$ cat src/rtl/systolic_result_drain_pkg.sv
// Shared definitions for the systolic result drain and the array top.
//   drain_state_t : drain controller state encoding
//   cap_lat()     : cycles from first operand beat to accumulator capture
//   elem_lsb()    : LSB of element (i,j) in the flattened C vector
package systolic_result_drain_pkg;

   typedef enum logic [1:0] {
      IDLE  = 2'd0,
      FEED  = 2'd1,
      WAIT  = 2'd2,
      DRAIN = 2'd3
   } drain_state_t;

   // Beat k reaches PE(i,j) at cycle k+i+j; the last product lands after
   // cycle 3N-3, so the snapshot is taken during cycle 3N-2.
   function automatic int cap_lat(input int n);
      return 3 * n - 2;
   endfunction

   // Element (i,j) occupies [(i*n+j+1)*ew-1 -: ew] of the flattened C vector.
   function automatic int elem_lsb(input int i, input int j, input int n, input int ew);
      return (i * n + j) * ew;
   endfunction

endpackage

$ cat src/rtl/systolic_row_buffer.sv
// Capture registers for the full N_SIZE x N_SIZE result matrix.
//   clk, rst   : clock, async active-high reset (clears the buffer)
//   i_load     : parallel load of all accumulators from i_c_flat
//   i_c_flat   : flattened accumulator vector from the array
//   i_row_sel  : row to present on o_row
//   o_row      : selected row, element j at [(j+1)*2*DATAWIDTH-1 -: 2*DATAWIDTH]
module systolic_row_buffer
   import systolic_result_drain_pkg::*;
#(
   parameter int DATAWIDTH = 8,
   parameter int N_SIZE    = 3,
   parameter int SELW      = 4
) (
   input  logic                                 clk,
   input  logic                                 rst,
   input  logic                                 i_load,
   input  logic [N_SIZE*N_SIZE*2*DATAWIDTH-1:0] i_c_flat,
   input  logic [SELW-1:0]                      i_row_sel,
   output logic [N_SIZE*2*DATAWIDTH-1:0]        o_row
);

   localparam int EW = 2 * DATAWIDTH;
   localparam int RW = N_SIZE * EW;

   logic [RW-1:0] r_rows [N_SIZE];

   always_ff @(posedge clk or posedge rst) begin
      if (rst) begin
         for (int i = 0; i < N_SIZE; i++) r_rows[i] <= '0;
      end else if (i_load) begin
         for (int i = 0; i < N_SIZE; i++)
            for (int j = 0; j < N_SIZE; j++)
               r_rows[i][j*EW +: EW] <= i_c_flat[elem_lsb(i, j, N_SIZE, EW) +: EW];
      end
   end

   always_comb begin
      o_row = '0;
      for (int i = 0; i < N_SIZE; i++)
         if (i_row_sel == SELW'(i)) o_row = r_rows[i];
   end

endmodule

$ cat src/rtl/systolic_result_drain.sv
// Result drain for an output-stationary N_SIZE x N_SIZE systolic array.
// Follows the operand feed, waits out the skew, snapshots all accumulators,
// clears the array and streams C row by row on a valid/ready port.
//   clk, rst   : clock, async active-high reset
//   valid_in   : operand beat strobe shared with the array
//   c_flat     : flattened array accumulators
//   in_ready   : a new matrix pair may be fed
//   acc_clr    : one-cycle accumulator clear to the array
//   m_valid/m_ready/m_data/m_last : result row stream
//   feed_err   : sticky illegal-feed flag
//
// state | meaning
// IDLE  | waiting for the first operand beat
// FEED  | counting operand beats, gap is an error
// WAIT  | waiting for the skew latency to expire
// DRAIN | presenting captured rows to the consumer
module systolic_result_drain
   import systolic_result_drain_pkg::*;
#(
   parameter int DATAWIDTH = 8,
   parameter int N_SIZE    = 3
) (
   input  logic                                 clk,
   input  logic                                 rst,
   input  logic                                 valid_in,
   input  logic [N_SIZE*N_SIZE*2*DATAWIDTH-1:0] c_flat,
   output logic                                 in_ready,
   output logic                                 acc_clr,
   output logic                                 m_valid,
   input  logic                                 m_ready,
   output logic [N_SIZE*2*DATAWIDTH-1:0]        m_data,
   output logic                                 m_last,
   output logic                                 feed_err
);

   localparam int CW = $clog2(3 * N_SIZE);
   localparam logic [CW-1:0] C_ONE  = CW'(1);
   localparam logic [CW-1:0] C_N    = CW'(N_SIZE);
   localparam logic [CW-1:0] C_LAST = CW'(N_SIZE - 1);
   localparam logic [CW-1:0] C_CAP  = CW'(cap_lat(N_SIZE));

   drain_state_t   r_state, w_state_nxt;
   logic [CW-1:0]  r_beat_cnt, w_beat_cnt_nxt;
   logic [CW-1:0]  r_lat_cnt, w_lat_cnt_nxt;
   logic [CW-1:0]  r_row_idx, w_row_idx_nxt;
   logic           r_feed_err, w_feed_err_nxt;
   logic           r_acc_clr, w_acc_clr_nxt;
   logic           w_load;
   logic [N_SIZE*2*DATAWIDTH-1:0] w_row;

   always_ff @(posedge clk or posedge rst) begin
      if (rst) begin
         r_state    <= IDLE;
         r_beat_cnt <= '0;
         r_lat_cnt  <= '0;
         r_row_idx  <= '0;
         r_feed_err <= 1'b0;
         r_acc_clr  <= 1'b0;
      end else begin
         r_state    <= w_state_nxt;
         r_beat_cnt <= w_beat_cnt_nxt;
         r_lat_cnt  <= w_lat_cnt_nxt;
         r_row_idx  <= w_row_idx_nxt;
         r_feed_err <= w_feed_err_nxt;
         r_acc_clr  <= w_acc_clr_nxt;
      end
   end

   always_comb begin
      w_state_nxt    = r_state;
      w_beat_cnt_nxt = r_beat_cnt;
      w_lat_cnt_nxt  = r_lat_cnt;
      w_row_idx_nxt  = r_row_idx;
      w_feed_err_nxt = r_feed_err;
      w_acc_clr_nxt  = 1'b0;
      w_load         = 1'b0;
      case (r_state)
         IDLE: begin
            if (valid_in) begin
               w_beat_cnt_nxt = C_ONE;
               w_lat_cnt_nxt  = C_ONE;
               w_state_nxt    = (N_SIZE == 1) ? WAIT : FEED;
            end
         end
         FEED: begin
            w_lat_cnt_nxt = r_lat_cnt + C_ONE;
            if (valid_in) begin
               w_beat_cnt_nxt = r_beat_cnt + C_ONE;
               if (r_beat_cnt + C_ONE == C_N) w_state_nxt = WAIT;
            end else begin
               // Broken feed: abandon this matrix and scrub partial sums.
               w_feed_err_nxt = 1'b1;
               w_acc_clr_nxt  = 1'b1;
               w_beat_cnt_nxt = '0;
               w_lat_cnt_nxt  = '0;
               w_state_nxt    = IDLE;
            end
         end
         WAIT: begin
            w_lat_cnt_nxt = r_lat_cnt + C_ONE;
            if (valid_in) w_feed_err_nxt = 1'b1;
            if (r_lat_cnt == C_CAP) begin
               // Snapshot and clear share this edge; the array sees the
               // clear on the next edge, so the buffer keeps pre-clear sums.
               w_load         = 1'b1;
               w_acc_clr_nxt  = 1'b1;
               w_beat_cnt_nxt = '0;
               w_lat_cnt_nxt  = '0;
               w_row_idx_nxt  = '0;
               w_state_nxt    = DRAIN;
            end
         end
         DRAIN: begin
            if (valid_in) w_feed_err_nxt = 1'b1;
            if (m_ready) begin
               if (r_row_idx == C_LAST) begin
                  w_row_idx_nxt = '0;
                  w_state_nxt   = IDLE;
               end else begin
                  w_row_idx_nxt = r_row_idx + C_ONE;
               end
            end
         end
         default: w_state_nxt = IDLE;
      endcase
   end

   systolic_row_buffer #(
      .DATAWIDTH (DATAWIDTH),
      .N_SIZE    (N_SIZE),
      .SELW      (CW)
   ) u_row_buffer (
      .clk       (clk),
      .rst       (rst),
      .i_load    (w_load),
      .i_c_flat  (c_flat),
      .i_row_sel (r_row_idx),
      .o_row     (w_row)
   );

   assign in_ready = (r_state == IDLE) || ((r_state == FEED) && (r_beat_cnt < C_LAST));
   assign acc_clr  = r_acc_clr;
   assign m_valid  = (r_state == DRAIN);
   assign m_data   = m_valid ? w_row : '0;
   assign m_last   = m_valid && (r_row_idx == C_LAST);
   assign feed_err = r_feed_err;

endmodule

$ cat config.mk
export PLATFORM = sky130hd
export DESIGN_NAME = systolic_result_drain
export DESIGN_NICKNAME = d
export VERILOG_FILES = /design/src/rtl/systolic_result_drain_pkg.sv /design/src/rtl/systolic_row_buffer.sv /design/src/rtl/systolic_result_drain.sv
export SDC_FILE = /design/constraint.sdc
export NUM_CORES = 1
export LEC_CHECK = 0
export BUFFER_PORTS_ARGS = -buffer_cell sky130_fd_sc_hd__buf_4
export CAP_MARGIN = 40
export CORE_MARGIN = 1.5
export CORE_UTILIZATION = 40
export CTS_BUF_LIST = sky130_fd_sc_hd__clkbuf_4 sky130_fd_sc_hd__clkbuf_8 sky130_fd_sc_hd__clkbuf_16
export CTS_CLUSTER_DIAMETER = 200
export DETAILED_ROUTE_END_ITERATION = 16
export PLACE_DENSITY = 0.66
export SYNTH_ARGS = -nofsm -noshare
export SYNTH_HDL_FRONTEND = slang
export SYNTH_HIERARCHICAL = 1
export SYNTH_SLANG_ARGS = --single-unit
$ cat constraint.sdc
create_clock -name clk -period 4.05 [get_ports clk]
set_input_delay 0.2025 -clock clk [delete_from_list [all_inputs] [get_ports clk]]
set_output_delay 0.2025 -clock clk [all_outputs]
set_load 0.005 [all_outputs]
# Yosys cells after proc, flatten, opt, wreduce, memory -nomap -nowiden
# Index checks and enable logic that the tools add are counted.
# W data, S select, Z words.
# word_totals
reg_bits	160
in_bits	148
output_inout_bits	53
word_cells	69
# op_classes
n_addsub	3
magnitude_cmp	1
n_eq_ne	14
muxes	28
n_reduce_logical	14
# op_table
op	count
$mux W48	4
$mux W4	7
$pmux W4 S3	2
$add A4 B1 Y4 const B	3
$mux W2	6
$reduce_and A3 Y1	3
$eq A4 B2 Y1 const B	2
$pmux W2 S4	1
$pmux W4 S2	1
$ne A2 B1 Y1 const B	3
$ne A2 B2 Y1 const B	3
$mux W1	5
$reduce_and A5 Y1	1
$eq A2 B2 Y1 const B	2
$eq A4 B1 Y1 const B	1
$eq A4 B3 Y1 const B	1
$logic_not A4 Y1	1
$lt A4 B2 Y1 const B	1
$pmux W1 S2	2
$reduce_bool A2 Y1	2
$ne A3 B3 Y1 const B	1
$reduce_bool A3 Y1	1
$eq A2 B1 Y1 const B	1
$logic_and A1 B1 Y1	2
4 further kinds	4

# Depth between registers and ports, before layout
# logic_depth
depth_word	5
depth_mapped	9
depth_no_buf	7

# Modules after synthesis
# The synthesis kept the hierarchy.
# by_module_without_submodules
module	n_inst	cells_each	area_each_um2	seq_area_each_um2
systolic_row_buffer	1	419	6369.9	3603.5
systolic_result_drain	1	168	1387.6	400.4

# Worst setup path after synthesis
# OpenSTA, ideal clock, no wires.
# synth_path
path_kind	register -> register
startpoint	register r_state[0]
endpoint	register u_row_buffer/r_rows[100] in the netlist's numbering
setup_ps	125
t_arrival_ps	1816
t_required_ps	3925
setup_slack_ps	2109
path_stages_with_launch	10
n_path_buf	4
synth_period_minus_slack_ps	1941
path_cell_list	dfrtp_1 -> inv_1 -> ha_1 -> buf_2 -> inv_1 -> nor2_1 -> buf_2 -> buf_2 -> buf_4 -> mux2_2
# synth_via
elab_chain_len	2
# synth_lines
element	line	source
start, declared	systolic_result_drain.sv:42	drain_state_t r_state, w_state_nxt;
start signal, assigned	systolic_result_drain.sv:60	r_state <= w_state_nxt;
$eq A2 B2 Y1	systolic_result_drain.sv:77	case (r_state)
$mux W1	systolic_result_drain.sv:77	
named net w_load	systolic_result_drain.sv:48	logic w_load;
end signal, assigned by index	systolic_row_buffer.sv:33	r_rows[i][j*EW +: EW] <= i_c_flat[elem_lsb(i, j, N_SIZE, EW) +: EW];
end, declared	systolic_row_buffer.sv:25	logic [RW-1:0] r_rows [N_SIZE];
# The timed path passes the listed nets, and every way through them passes these cells.
# A chain may end at the register's enable or synchronous reset.

# Worst setup path after layout
# layout_path
startpoint	register r_row_idx[0]
endpoint	output m_data[29]
# layout_via
elab_chain_len	5
elab_cells_between_ends	7
cone_classes	eq/ne: 2; mux: 4; reduce/logical: 1
# layout_lines
element	line	source
start, declared	systolic_result_drain.sv:45	logic [CW-1:0] r_row_idx, w_row_idx_nxt;
start signal, assigned	systolic_result_drain.sv:63	r_row_idx <= w_row_idx_nxt;
$logic_not A4 Y1	systolic_row_buffer.sv:40	if (i_row_sel == SELW'(i)) o_row = r_rows[i];
$mux W48 (2 in series)	systolic_row_buffer.sv:40	
$mux W48 *	systolic_row_buffer.sv:40	
named net w_row[29]	systolic_result_drain.sv:49	logic [N_SIZE*2*DATAWIDTH-1:0] w_row;
$mux W48 *	systolic_result_drain.sv:144	assign m_data = m_valid ? w_row : '0;
end, declared	systolic_result_drain.sv:31	output logic [N_SIZE*2*DATAWIDTH-1:0] m_data,
# The timed path passes the listed nets; every way through them passes the cells marked *.

==> key figures <==
Run status
  – Status: complete, no violations

Critical path
  – Arr. time, crit path: 2570 ps
  – Worst path required time: 3850 ps
  – CP startpoint kind: flip-flop
  – CP Capture Type: output pin
  – CP startpoint: r_row_idx[0]$_DFFE_PP0P_
  – Crit path max fanout: 32
  – Critical R2R Launch: r_state[0]$_DFFE_PP0P_
  – Type of the worst setup path: flip-flop to output pin

GRT
  – Global-route wire length before repair: 29,900 um
  – Total GRT Usage: 0.189
  – Overflow after GRT: 0
  – Largest net degree at the start of global routing: 73
  – Initial antenna violation count: 0
  – Vias in the first global route: 5,881

Synth
  – Distinct cells, synth: 44
  – Mapped Cells: 587
  – Prevailing post-synth register cell: dfrtp_1
  – Syn_area_per_cell: 13.2 um^2
  – Seq/Total Area, Yosys: 0.516
  – Post-synth EDFFs: 0
  – Total number of yosys warnings: 6
  – Mapped Area: 7760 um^2
  – Asr flop ratio synth: 1.00
  – Syn Nets: 744
  – #FFs+latches synth: 160

Floorplanning
  – Core Rows: 50
  – Initial Util: 0.411
  – Total I/O pin count: 201
  – Total core area: 18,900 um^2
  – Die Ht: 142 um
  – Die area: 20,200 um^2
  – Die Wd: 142 um

Place
  – Post-DP HPWL: 12,900 um
  – Post-Place Worst Slack: 1570 ps
  – Port buffer count: 200
  – Routability cong.: 0.817
  – DP Cell Count: 1,017
  – Placed Instance Area: 9510 um^2

Pwr
  – Combinational group share of total power: 0.203
  – Int Power: 3.09 mW
  – Power per cell area: 426 nW/um^2
  – Final Power: 4.39 mW
  – Clock Power Share: 0.394
  – Static leakage: 5.06 nW
  – Maximum VDD drop: 0.288 mV
  – Switching share of total power: 0.296
  – Power share of the sequential group: 0.403
  – Switch Pwr: 1.30 mW

Clocking
  – Max Root-Sink Buffers: 2
  – CTS root buf: clkbuf_16
  – CTS tree: done
  – Skew-Pair Late Insertion Delay: 410 ps
  – Clock sink count: 160
  – Htree depth: 4
  – Worst-path clk slew: 60 ps
  – Inserted Clock Buffers: 17

STA
  – Final setup viols: 0
  – Worst hold slack: 18.0 ps
  – Setup TNS: 0 ps
  – RSZ-0062 raised after global routing: no
  – Final slew viol count: 0
  – Min Tclk post-route: 2770 ps
  – Clock Skew: 14.2 ps
  – Worst-Margin Slew: 924 ps
  – Headroom to the max-slew limit: 0.384
  – Period Utilization, post-route: 0.683
  – Final Hold Viols: 0
  – Setup slack after layout: 1280 ps
  – Achievable Freq: 361 MHz

Layout
  – ANT cells: 0
  – Util after Layout: 0.546
  – Area Overhead vs Synth: 32.9%
  – Nets@finish: 949
  – Post-Layout Cell Count: 1,064
  – Fillcell total: 1,634
  – Share of cells above drive strength 1: 0.498
  – Design area: 10,300 um^2

Route
  – # DRC: 0
  – Vias per Instance: 5.11
  – Post-DR wirelength/cell: 17.6 um
  – Antenna Nets Post-Route: 0
  – DRT Pass-1 Iters: 4
  – Total wire length: 18,800 um
  – Iter 0 DRT Violations: 237
  – Via count: 5,435

Worst hold path
  – Worst hold path type: input pin to flip-flop
  – Beginning of the worst hold path: c_flat[62]

Flow run
  – Max_cap viols: 0
[Yosys cell counts, types with 2 or more instances]
| cell type | n | area (um^2) |
|---|---|---|
| nor2b_1 | 3 | 18.8 |
| dfrtp_1 | 160 | 4000 |
| nor2_4 | 2 | 22.5 |
| nand4b_1 | 2 | 17.5 |
| nand3_1 | 3 | 15.0 |
| ha_1 | 9 | 113 |
| and2_1 | 50 | 313 |
| o21ai_0 | 10 | 50.1 |
| buf_4 | 9 | 67.6 |
| a21oi_1 | 6 | 30.0 |
| o2bb2ai_1 | 48 | 420 |
| clkbuf_1 | 7 | 26.3 |
| nor3_1 | 4 | 20.0 |
| buf_6 | 4 | 45.0 |
| o31ai_1 | 2 | 15.0 |
| mux2_2 | 144 | 1620 |
| buf_2 | 20 | 100 |
| nor2_1 | 6 | 22.5 |
| o41ai_1 | 3 | 26.3 |
| nand3b_1 | 2 | 15.0 |
| inv_1 | 11 | 41.3 |
| nand2_1 | 12 | 45.0 |
| mux2i_1 | 49 | 490 |
[critical path: stages, from the launching register on]
cell and delay [ps]:
dfrtp_4 680, buf_16 290, nor4b_4 270, buf_4 430, o2bb2ai_1 170, and2_1 190, buf_4 120
[worst paths after layout]
path | endpoint | slack [ps] | depth (start not counted)
max | m_data[29] | 1280 | 6
min | u_row_buffer/r_rows[62]$_DFFE_PP0P_ | 20 | 2
max reg2reg | u_row_buffer/r_rows[71]$_DFFE_PP0P_ | 1530 | 6
min reg2reg | feed_err$_DFFE_PP0P_ | 490 | 1
max in group asynchronous | u_row_buffer/r_rows[133]$_DFFE_PP0P_ | 3000 | 5
min in group asynchronous | acc_clr$_DFF_PP0_ | 470 | 3
[metal layers]
layer | track usage | part of all wire | routed length [um]
met1 | 0.221 | 0.42 | 7860
met3 | 0.0612 | 0.068 | 1290
met2 | 0.333 | 0.50 | 9440
met5 | 0 | 0 | 0
met4 | 0.0510 | 0.010 | 187
[kinds of logic after synthesis]
group | after synthesis | synth area share
AOI/OAI and AO/OA | 81 | 0.0847
buffers and inverters | 51 | 0.0361
adders and majority gates | 9 | 0.0145
muxes | 193 | 0.272
and+or+nand+nor | 93 | 0.0763
DFF | 160 | 0.516
[registers in the layout (all words and copies together) (netlist names), named ones only]
signal	flops
acc_clr	1
feed_err	1
r_beat_cnt	4
r_lat_cnt	4
r_row_idx	4
r_state	1
u_row_buffer/r_rows	144
[power by group through the flow]
stage	registers, mW	clock network, mW	logic [mW]
after floorplan	1.73	0	0.641
after detailed placement	1.80	0	0.890
final	1.77	1.73	0.893
after global routing	1.78	1.85	0.976
after CTS	1.77	1.77	0.900
after global placement	1.85	0	0.793
[timing repair]
item,4_1_cts,5_1_grt
hold buffers,10,6
endpoints found under the hold margin,121,6
gates resized for setup,0,0
buffers inserted,0,0
[area by class of cell]
class / count / area (um^2) / area share
flip-flops and latches: 160 / 4010 / 0.389
multi-input cells: 376 / 3480 / 0.338
repair buffers: 226 / 1810 / 0.175
clock buffers: 20 / 460 / 0.0447
well taps: 260 / 325 / 0.0316
clock inverters: 11 / 179 / 0.0174
inverters: 11 / 45.0 / 0.00437
[placed cells by master, fill, tap and decap left out, drive strengths merged, types with 4 or more instances in the layout]
cell and n:
a21oi 6, and2 51, buf 210, bufinv 4
clkbuf 20, dfrtp 160, dlygate4sd3 16, ha 9
inv 12, mux2 144, mux2i 49, nand2 12
nor2 8, nor3 5, o21ai 12, o2bb2ai 48
Power figures use the tool's default switching activity.
